## src/rtl/serial_pattern_tx.sv

```systemverilog
// Serial pattern transmitter: loads a WIDTH-bit word on start&&ready and shifts it
// out MSB-first with sof/eof markers, a done/aborted pulse and an inter-frame gap.
module serial_pattern_tx #(
  parameter int WIDTH = 6,
  parameter int GAP   = 1
) (
  input  logic             clk,
  input  logic             rst,
  input  logic             start,
  input  logic [WIDTH-1:0] data,
  input  logic             abort,
  output logic             ready,
  output logic             sout,
  output logic             sout_valid,
  output logic             sof,
  output logic             eof,
  output logic             done,
  output logic             aborted,
  output logic [1:0]       state
);

  localparam int CW = $clog2(WIDTH + 1);
  localparam int GW = (GAP > 1) ? $clog2(GAP) : 1;

  typedef enum logic [1:0] {
    S_IDLE  = 2'b00,
    S_SHIFT = 2'b01,
    S_DONE  = 2'b10,
    S_GAP   = 2'b11
  } state_e;

  state_e           state_q, state_d;
  logic [WIDTH-1:0] shift_q, shift_d;
  logic [CW-1:0]    cnt_q, cnt_d;
  logic [GW-1:0]    gap_cnt_q, gap_cnt_d;
  logic             ready_q, ready_d;
  logic             sout_q, sout_d;
  logic             sout_valid_q, sout_valid_d;
  logic             sof_q, sof_d;
  logic             eof_q, eof_d;
  logic             done_q, done_d;
  logic             aborted_q, aborted_d;

  // Every output is computed for the *next* state so that it can be registered.
  always_comb begin
    // NOTE: every signal gets a default before the case so no latch is inferred.
    state_d   = state_q;
    shift_d   = shift_q;
    cnt_d     = cnt_q;
    gap_cnt_d = gap_cnt_q;
    sout_d    = 1'b0;
    sof_d     = 1'b0;
    eof_d     = 1'b0;
    done_d    = 1'b0;
    aborted_d = 1'b0;

    case (state_q)
      S_IDLE: begin
        if (start && !abort) begin
          state_d = S_SHIFT;
          shift_d = data;
          cnt_d   = '0;
          sout_d  = data[WIDTH-1];
          sof_d   = 1'b1;
        end
      end
      S_SHIFT: begin
        if (abort) begin
          state_d   = S_IDLE;
          shift_d   = '0;
          cnt_d     = '0;
          aborted_d = 1'b1;
        end else if (cnt_q == CW'(WIDTH - 1)) begin
          state_d = S_DONE;
          shift_d = '0;
          cnt_d   = '0;
          done_d  = 1'b1;
        end else begin
          shift_d = shift_q << 1;
          cnt_d   = cnt_q + 1'b1;
          sout_d  = shift_q[WIDTH-2];
          eof_d   = (cnt_q == CW'(WIDTH - 2));
        end
      end
      S_DONE: begin
        gap_cnt_d = '0;
        state_d   = (GAP == 0) ? S_IDLE : S_GAP;
      end
      S_GAP: begin
        if (gap_cnt_q == GW'(GAP - 1)) begin
          state_d   = S_IDLE;
          gap_cnt_d = '0;
        end else begin
          gap_cnt_d = gap_cnt_q + 1'b1;
        end
      end
      default: state_d = S_IDLE;
    endcase

    ready_d      = (state_d == S_IDLE);
    sout_valid_d = (state_d == S_SHIFT);
  end

  always_ff @(posedge clk) begin
    // NOTE: state updates use <= so every flop samples pre-edge values.
    if (rst) begin
      state_q      <= S_IDLE;
      shift_q      <= '0;
      cnt_q        <= '0;
      gap_cnt_q    <= '0;
      ready_q      <= 1'b1;
      sout_q       <= 1'b0;
      sout_valid_q <= 1'b0;
      sof_q        <= 1'b0;
      eof_q        <= 1'b0;
      done_q       <= 1'b0;
      aborted_q    <= 1'b0;
    end else begin
      state_q      <= state_d;
      shift_q      <= shift_d;
      cnt_q        <= cnt_d;
      gap_cnt_q    <= gap_cnt_d;
      ready_q      <= ready_d;
      sout_q       <= sout_d;
      sout_valid_q <= sout_valid_d;
      sof_q        <= sof_d;
      eof_q        <= eof_d;
      done_q       <= done_d;
      aborted_q    <= aborted_d;
    end
  end

  assign ready      = ready_q;
  assign sout       = sout_q;
  assign sout_valid = sout_valid_q;
  assign sof        = sof_q;
  assign eof        = eof_q;
  assign done       = done_q;
  assign aborted    = aborted_q;
  assign state      = state_q;

endmodule
```

## config.mk

```make
export PLATFORM = sky130hd
export DESIGN_NAME = serial_pattern_tx
export DESIGN_NICKNAME = d
export VERILOG_FILES = /design/src/rtl/serial_pattern_tx.sv
export SDC_FILE = /design/constraint.sdc
export NUM_CORES = 1
export LEC_CHECK = 0
export CORE_MARGIN = 1
export CORE_UTILIZATION = 40
export DETAILED_ROUTE_END_ITERATION = 6
export PLACE_DENSITY = 0.67
export SLEW_MARGIN = 25
export SYNTH_ARGS = -nofsm -noshare
export SYNTH_HDL_FRONTEND = slang
export SYNTH_SLANG_ARGS = --single-unit
```

## constraint.sdc

```tcl
create_clock -name clk -period 1.7 [get_ports clk]
set_input_delay 0.17 -clock clk [delete_from_list [all_inputs] [get_ports clk]]
set_output_delay 0.17 -clock clk [all_outputs]
set_load 0.1 [all_outputs]
```

==> results.toml <==
[synth]
synth_nets = 93
synthDistinctLibCells = 30
ys.flop_type = "dfxtp_1"
post-synth-top-count-cell = "dfxtp_1"
yosysSeqAreaShare_pct = 44.2
synth_top_cell_by_area = "dfxtp_1"
syn_area_sq_um = 769
syn_area_per_cell_sq_um = 9.27
syn-instance-count = 83
ys_top_cells_by_count = "dfxtp_1, inv_1, nand3_1"
synth-edff-count = 0
netlist_top_cells_area = "dfxtp_1, a211oi_1, a221oi_1"
ys_ff_latch = 17
synth_warnings = 0
yosysTopAreaCellShare_pct = 44.2
async_flop_share_pct = 0

[clock_tree]
post_cts_buffers = 0
htreeDepth = 1
cts_tree = "done"
root_buffer = "clkbuf_4"
numCtsBuffers = 3
cts_resized = 0
ctsLongestPathBuffers = 2
clkLatencyLatePin_ns = 0.29
clkTransAtPathRegs_ns = 0.10
hold_buffers = 0
clock_sinks = 17

[power]
ir_worst_vdd_mv = 0.489
p_leak_nw = 0.372
p_total_uw = 794
p_per_area_mw_per_mm2 = 786

[cells_and_area]
final_nets = 115
drive_gt1_share_pct = 22.1
diodes = 0
synthToLayoutAreaGrowth_pct = 31.2
design_area_sq_mm = 0.00101
nFillCells = 175

[worst_setup_path]
crit_path_end_kind = "flip-flop"
rr_worst_depth = 3
crit_fanout = 16
required_ns = 1.90
start_kind = "flip-flop"
arrival_ns = 1.60
worstSetupPathType = "flip-flop to flip-flop"

[global_routing]
grt.total_usage_pct = 17.4
gr-total-overflow = 0
first_global_vias = 582
antenna_found_initial = 0
grt_pass1_wl_mm = 2.59
grt_max_degree = 19

[sta]
setup_ws_ns = 0.303
skew_ns = 0.00162
tns_ns = 0
hold_viol_final = 0
setup_viol = 0
worst-slew-pin-transition_ns = 0.331
fmax_ghz = 0.716
hold_ws_ns = 0.477
rsz0062_at_grt = "no"
slew_headroom_pct = 77.4
period_minus_slack_ns = 1.40
slew_viol_final = 0
period_share_pct = 82.2

[routing]
drtAntennaViolNets = 0
drt_iter0_markers = 28
dr.pass1.iters = 4
post_drt_wl_per_cell_microns = 12.4
drt-total-wl_mm = 1.60
via_count = 687
drc = 0
via_per_inst = 5.33

[status]
outcome = "completed"

[floorplan]
rows = 15
coreArea_sq_mm = 0.00176
fp.dieH_microns = 45.9
die_w_microns = 45.9
pin_count = 19
start_util_pct = 43.6
die-area_sq_mm = 0.00210

[place]
dpl.hpwl_mm = 1.10
gp_congestion = 0.713
io_buffers = 18
post_dp_cell_area_sq_um = 982
pre_cts_slack_ns = 0.141

[run]
drv_cap = 0

[hold_path]
whs_path_depth = 3
holdCritPathClass = "input pin to flip-flop"
-- report_power, final --
group / switching (mW) / leakage (nW) / internal [mW]
Sequential: 0.0135 / 0.140 / 0.415
Combinational: 0.0841 / 0.215 / 0.0617
Clock: 0.132 / 0.0177 / 0.0876
-- stage by stage --
| stage | util [%] | std cells |
|---|---|---|
| 2_1_floorplan | - | 83 |
| 3_3_place_gp | 55.7 | 125 |
| 3_5_place_dp | 55.7 | 125 |
| 4_1_cts | 57.2 | 129 |
| 5_1_grt | 57.2 | 129 |
| 6_report | 57.2 | 129 |
-- cell type report --
class	instances	area, sq um	share of cell area [%]
well taps	25	31.3	3.10
clock inverters	1	5.00	0.496
inverters	6	22.5	2.23
clock buffers	3	22.5	2.23
multi-input cells	56	380	37.7
flip-flops and latches	17	343	34.0
repair buffers	21	205	20.3
-- critical path: stages (launching register included) --
cell and delay (ns):
dfxtp_2 0.53, inv_1 0.21, a21o_4 0.27, a221oi_1 0.30
-- kinds of logic (layout without fill, tap and decap cells) --
group	Yosys count	in the layout	share of synthesized area [%]
AND/OR/NAND/NOR	33	33	26.2
AO/OA/AOI/OAI	22	22	22.0
multiplexers	1	1	1.30
flip-flops	17	17	44.2
buffers and inverters	10	31	6.34
-- final timing paths --
path                endpoint        from  slack, ns
setup / recovery  shift_q[1]    state[0]       0.30
hold / removal          sout     data[5]       0.48
setup reg to reg  shift_q[1]    state[0]       0.30
hold reg to reg   shift_q[3]  shift_q[3]       0.48
-- registers in the layout, indices dropped and copies added (netlist names) --
name / cells
aborted: 1
cnt_q: 3
done: 1
eof: 1
ready: 1
shift_q: 5
sof: 1
sout: 1
sout_valid: 1
state: 2
-- metal layers --
metal,wire length (microns),track usage [%]
met5,0,0
met4,12,5.29
met3,92,6.35
met2,695,27.0
met1,804,22.2
-- cell usage in the layout, fill, tap and decap left out, types with 3 or more instances in the layout --
master	instances
nor2_1	3
clkdlybuf4s50_1	9
a211oi_1	5
inv_1	6
a21oi_1	4
nand2b_1	5
nor2b_1	5
a221oi_1	4
buf_4	10
nand3_1	6
dfxtp_1	15
clkbuf_4	3
Power figures use the tool's default switching activity.
